--- config.mk ---
export PLATFORM = sky130hd
export DESIGN_NAME = key_iv_loader_flat
export DESIGN_NICKNAME = d
export VERILOG_FILES = /design/src/rtl/key_iv_loader_if.sv /design/src/rtl/key_iv_loader.sv /design/src/flat_wrapper.sv
export SDC_FILE = /design/constraint.sdc
export NUM_CORES = 1
export LEC_CHECK = 0
export CAP_MARGIN = 20
export CORE_MARGIN = 8
export CORE_UTILIZATION = 50
export CTS_BUF_LIST = sky130_fd_sc_hd__clkbuf_4 sky130_fd_sc_hd__clkbuf_8
export CTS_CLUSTER_SIZE = 14
export DETAILED_ROUTE_END_ITERATION = 12
export PLACE_DENSITY_LB_ADDON = 0.08
export SYNTH_ARGS = -nofsm -noshare
export SYNTH_HDL_FRONTEND = slang
export SYNTH_SLANG_ARGS = --single-unit
--- constraint.sdc ---
create_clock -name clk -period 4.9 [get_ports clk]
set_clock_uncertainty 0.05 [all_clocks]
set_input_delay 1.47 -clock clk [delete_from_list [all_inputs] [get_ports clk]]
set_output_delay 1.47 -clock clk [all_outputs]
set_load 0.02 [all_outputs]
--- src/rtl/key_iv_loader_if.sv ---
// Word stream carrying key and IV words into the loader.
// A word moves on every rising clk edge where din_valid and din_ready are both 1.
// The source holds din stable while din_valid is high and din_ready is low.
// din_ready may depend combinationally on the loader's control inputs.
interface key_iv_loader_if #(
  parameter int W = 32
);
  logic [W-1:0] din;
  logic         din_valid;
  logic         din_ready;

  modport master (
    output din,
    output din_valid,
    input  din_ready
  );

  modport slave (
    input  din,
    input  din_valid,
    output din_ready
  );
endinterface

--- src/rtl/key_iv_loader.sv ---
// Word-serial key/IV loader: assembles a 189-bit key and 32-bit IV from a 32-bit stream and
// commits them atomically for the key setup stage, with full-load and IV-only reseed modes.
module key_iv_loader #(
  parameter int KEY_W = 189,
  parameter int IV_W  = 32
) (
  input  logic               clk,
  input  logic               rst_n,
  input  logic               start,
  input  logic               iv_only,
  input  logic               abort,
  key_iv_loader_if.slave     stream,
  output logic [KEY_W-1:0]   key,
  output logic [IV_W-1:0]    iv,
  output logic               key_valid,
  output logic               load_done,
  output logic               err,
  output logic [1:0]         state_dbg
);

  // Bits of the last key word that land in the key; the rest must be zero.
  localparam int TOP_W = KEY_W - 5 * IV_W;

  typedef enum logic [1:0] {
    IDLE = 2'd0,
    KEY  = 2'd1,
    IV   = 2'd2
  } state_t;

  state_t           state;
  state_t           state_next;
  logic [KEY_W-1:0] staging;
  logic [2:0]       count;
  logic             fmt_err;
  logic             full_load;
  logic             ready;
  logic             start_full;
  logic             start_reseed;
  logic             key_accept;
  logic             iv_accept;

  assign stream.din_ready = ready;
  assign state_dbg        = state;

  always_ff @(posedge clk or negedge rst_n) begin
    if (!rst_n) begin
      state <= IDLE;
    end else begin
      state <= state_next;
    end
  end

  always_comb begin
    state_next   = state;
    ready        = 1'b0;
    start_full   = 1'b0;
    start_reseed = 1'b0;
    key_accept   = 1'b0;
    iv_accept    = 1'b0;
    case (state)
      IDLE: begin
        // A reseed only makes sense on top of a committed key.
        start_full   = start && !iv_only;
        start_reseed = start && iv_only && key_valid;
        if (start_full) begin
          state_next = KEY;
        end else if (start_reseed) begin
          state_next = IV;
        end
      end
      KEY: begin
        ready      = !abort;
        key_accept = ready && stream.din_valid;
        if (abort) begin
          state_next = IDLE;
        end else if (key_accept && count == 3'd5) begin
          state_next = IV;
        end
      end
      IV: begin
        ready     = !abort;
        iv_accept = ready && stream.din_valid;
        if (abort || iv_accept) begin
          state_next = IDLE;
        end
      end
      default: state_next = IDLE;
    endcase
  end

  always_ff @(posedge clk or negedge rst_n) begin
    if (!rst_n) begin
      key       <= '0;
      iv        <= '0;
      staging   <= '0;
      count     <= '0;
      key_valid <= 1'b0;
      load_done <= 1'b0;
      err       <= 1'b0;
      fmt_err   <= 1'b0;
      full_load <= 1'b0;
    end else begin
      load_done <= 1'b0;

      if (start_full) begin
        count     <= '0;
        key_valid <= 1'b0;
        err       <= 1'b0;
        fmt_err   <= 1'b0;
        full_load <= 1'b1;
      end else if (start_reseed) begin
        err       <= 1'b0;
        fmt_err   <= 1'b0;
        full_load <= 1'b0;
      end

      if (key_accept) begin
        count <= count + 3'd1;
        case (count)
          3'd0: staging[0*IV_W +: IV_W] <= stream.din;
          3'd1: staging[1*IV_W +: IV_W] <= stream.din;
          3'd2: staging[2*IV_W +: IV_W] <= stream.din;
          3'd3: staging[3*IV_W +: IV_W] <= stream.din;
          3'd4: staging[4*IV_W +: IV_W] <= stream.din;
          3'd5: begin
            staging[KEY_W-1:5*IV_W] <= stream.din[TOP_W-1:0];
            if (|stream.din[IV_W-1:TOP_W]) begin
              fmt_err <= 1'b1;
            end
            count <= '0;
          end
          default: count <= '0;
        endcase
      end

      // Commit is all-or-nothing: a malformed load leaves the previous key/iv in place.
      if (iv_accept) begin
        load_done <= 1'b1;
        if (fmt_err) begin
          err <= 1'b1;
        end else begin
          if (full_load) begin
            key <= staging;
          end
          iv        <= stream.din;
          key_valid <= 1'b1;
        end
      end
    end
  end

endmodule

--- src/flat_wrapper.sv ---
// flat-port wrapper written by rule: the top's interface ports become plain ports
module key_iv_loader_flat 
#(
  parameter int KEY_W = 189,
  parameter int IV_W  = 32
)
  (clk, rst_n, start, iv_only, abort, key, iv, key_valid, load_done, err, state_dbg, stream_din, stream_din_valid, stream_din_ready);
  key_iv_loader_if stream_i ();
  input  logic clk;
  input  logic rst_n;
  input  logic start;
  input  logic iv_only;
  input  logic abort;
  output logic [KEY_W-1:0] key;
  output logic [IV_W-1:0] iv;
  output logic key_valid;
  output logic load_done;
  output logic err;
  output logic [1:0] state_dbg;
  input wire logic [$bits(stream_i.din)-1:0] stream_din;
  input wire logic [$bits(stream_i.din_valid)-1:0] stream_din_valid;
  output wire logic [$bits(stream_i.din_ready)-1:0] stream_din_ready;
  assign stream_i.din = stream_din;
  assign stream_i.din_valid = stream_din_valid;
  assign stream_din_ready = stream_i.din_ready;
  key_iv_loader #(.KEY_W(KEY_W), .IV_W(IV_W)) u_core (.clk(clk), .rst_n(rst_n), .start(start), .iv_only(iv_only), .abort(abort), .stream(stream_i), .key(key), .iv(iv), .key_valid(key_valid), .load_done(load_done), .err(err), .state_dbg(state_dbg));
endmodule
==> impl_metrics.json <==
{
  "cts_buffer_depth": 3,
  "area_growth_pct": 25.9,
  "clk_pin_slew_worst_paths_ns": 0.06,
  "die_y_um": 199,
  "p_leak_nw": 10.4,
  "synth-edff-count": 0,
  "antennaDiodeCount": 0,
  "synth_warnings": 0,
  "postRouteAntennaNets": 0,
  "grt_usage_pct": 18.9,
  "async_flop_share_pct": 100,
  "drv_slew": 0,
  "min_path_type": "flip-flop to flip-flop",
  "synth-seq-area-share_pct": 62.8,
  "cts_hold_buf": 0,
  "worstPathMaxFanout": 8,
  "die_area_sq_mm": 0.0396,
  "synthTopCellsByCount": "dfrtp_1 (420), mux2_2 (220), mux2_4 (190)",
  "synth_top_area_share_pct": 62.8,
  "power_density_mw_per_mm2": 498,
  "num_vias": 8762,
  "yosysMostFrequentCell": "dfrtp_1",
  "place.gp.congestion": 0.710,
  "antenna_found_initial": 0,
  "fin_crit_sh_pct": 88.6,
  "synth_nets": 979,
  "yosysTopAreaCell": "dfrtp_1",
  "criticalPathCategory": "input port to output pin",
  "drv_cap": 0,
  "wl_per_cell_um": 21.4,
  "drt_iter0_markers": 400,
  "fillCellCount": 2504,
  "cts-root-buf": "clkbuf_8",
  "port_buffers": 264,
  "placed_area_sq_mm": 0.0197,
  "ys_ff_latch": 420,
  "grt_pass1_vias": 9577,
  "cts_setup_buffers": 0,
  "ys_types": 33,
  "clock.fmax_mhz": 230,
  "h-tree-depth": 3,
  "cts-resized-gates": 0,
  "yosys_most_used_dff": "dfrtp_1",
  "vias_per_cell": 5.09,
  "die_w_um": 199,
  "totalWireLength_mm": 36.8,
  "cts_tree": "built",
  "status": "completed",
  "clk_latency_ns": 0.57,
  "relSlewSlack_pct": 45.3,
  "vdd_drop_max_uv": 348,
  "drive_gt1_share_pct": 42.6,
  "hold_viol": 0,
  "grt_pass1_wl_mm": 57.8,
  "final_area_sq_mm": 0.0211,
  "cts_inserted_buffers": 69,
  "worst_pin_slew_ns": 0.820,
  "fin_crit_ns": 4.34,
  "rsz0062_at_grt": "no",
  "cts.sinks": 420,
  "hpwl_mm": 23.3,
  "critPathLaunchType": "input port",
  "overflow": 0,
  "endpoint_kind": "output pin",
  "setup_tns_ns": 0,
  "syn-instance-count": 933,
  "core_area_sq_mm": 0.0333,
  "num_io_pins": 265,
  "crit_arrival_ns": 2.82,
  "required_ns": 3.38,
  "yosys-top-cells-area": "dfrtp_1 (63%), mux2_4 (17%), mux2_2 (15%)",
  "row_count": 67,
  "avgSynthCellArea_sq_um": 17.9,
  "initial_core_util_pct": 50.3,
  "drc_errors": 0,
  "setup_viol_count_final": 0,
  "drt_pass1_iterations": 4,
  "grt_start_max_net_pins": 106,
  "nets": 1280,
  "syn-cell-area_sq_mm": 0.0167
}
where the power goes:
part           internal, W  switching (W)
Sequential         0.00416       0.000413
Clock              0.00175        0.00129
Combinational      0.00161        0.00127
Total              0.00751        0.00297
critical path, cell delays in order:
cell and delay, ns:
clkdlybuf4s50_1 0.52, and2b_1 0.24, clkdlybuf4s50_1 0.59
kinds of logic (layout without fill, tap and decap cells):
logic type,count (synthesis),in the layout,synth area share [%]
AO/OA/AOI/OAI,15,15,0.703
adder cells (fa/ha/maj),8,8,0.598
buffers and inverters,53,393,2.99
flip-flops,420,420,62.8
multiplexers,410,410,31.8
AND/OR/NAND/NOR,27,27,1.07
cell type report:
type,instances,area [sq um],area share [%]
Tap cell,448,561,2.66
Clock buffer,109,1370,6.50
Sequential cell,420,10500,49.9
Timing Repair Buffer,276,2850,13.5
Clock inverter,1,5.00,0.0238
Inverter,7,26.3,0.125
Multi-Input combinational cell,460,5750,27.3
stage by stage:
stage	util, %	total power, W	hold WS, ns	cells	setup WS, ns
after CTS	63.3	0.0106	0.441	1721	0.558
after global placement	59.2	0.00749	0.431	1611	0.542
after global routing	63.3	0.0110	0.451	1721	0.507
after floorplan	-	0.00621	0.421	933	1.64
final	63.3	0.0105	0.439	1721	0.556
after detailed placement	59.2	0.00753	0.431	1611	0.556
registers in the layout, summed over array words and instances (netlist names):
name / flops
u_core.load_done: 1
u_core.key: 189
u_core.staging: 189
u_core.count: 3
u_core.fmt_err: 1
u_core.err: 1
u_core.state_dbg: 2
u_core.key_valid: 1
u_core.full_load: 1
u_core.iv: 32
cell usage in the layout (no fill, tap or decap), types with 3 or more instances in the layout:
cell / count
mux2_4: 190
ha_1: 8
nand3_1: 4
mux2_2: 220
clkbuf_8: 88
nand3b_1: 3
and3_4: 3
buf_4: 3
nand2_1: 4
clkbuf_4: 21
inv_1: 7
dfrtp_1: 420
buf_12: 9
clkdlybuf4s50_1: 263
metal layers:
layer,part of all wire [%],GRT usage (%)
met5,0,0
met4,1.4,4.78
met3,8.5,6.87
met2,46,28.7
met1,44,25.6
final timing paths:
path	slack (ns)	cells after the start	end	startpoint
hold reg to reg	0.44	1	u_core.key[179]	u_core.staging[179]
hold / removal	0.44	1	u_core.key[179]	u_core.staging[179]
setup / recovery	0.56	3	stream_din_ready	abort
min in group asynchronous	0.76	1	u_core.key[71]	rst_n
max in group asynchronous	3.12	2	u_core.staging[56]	rst_n
setup reg to reg	2.45	6	u_core.staging[160]	u_core.state_dbg[1]
(Power assumes the default switching activity.)
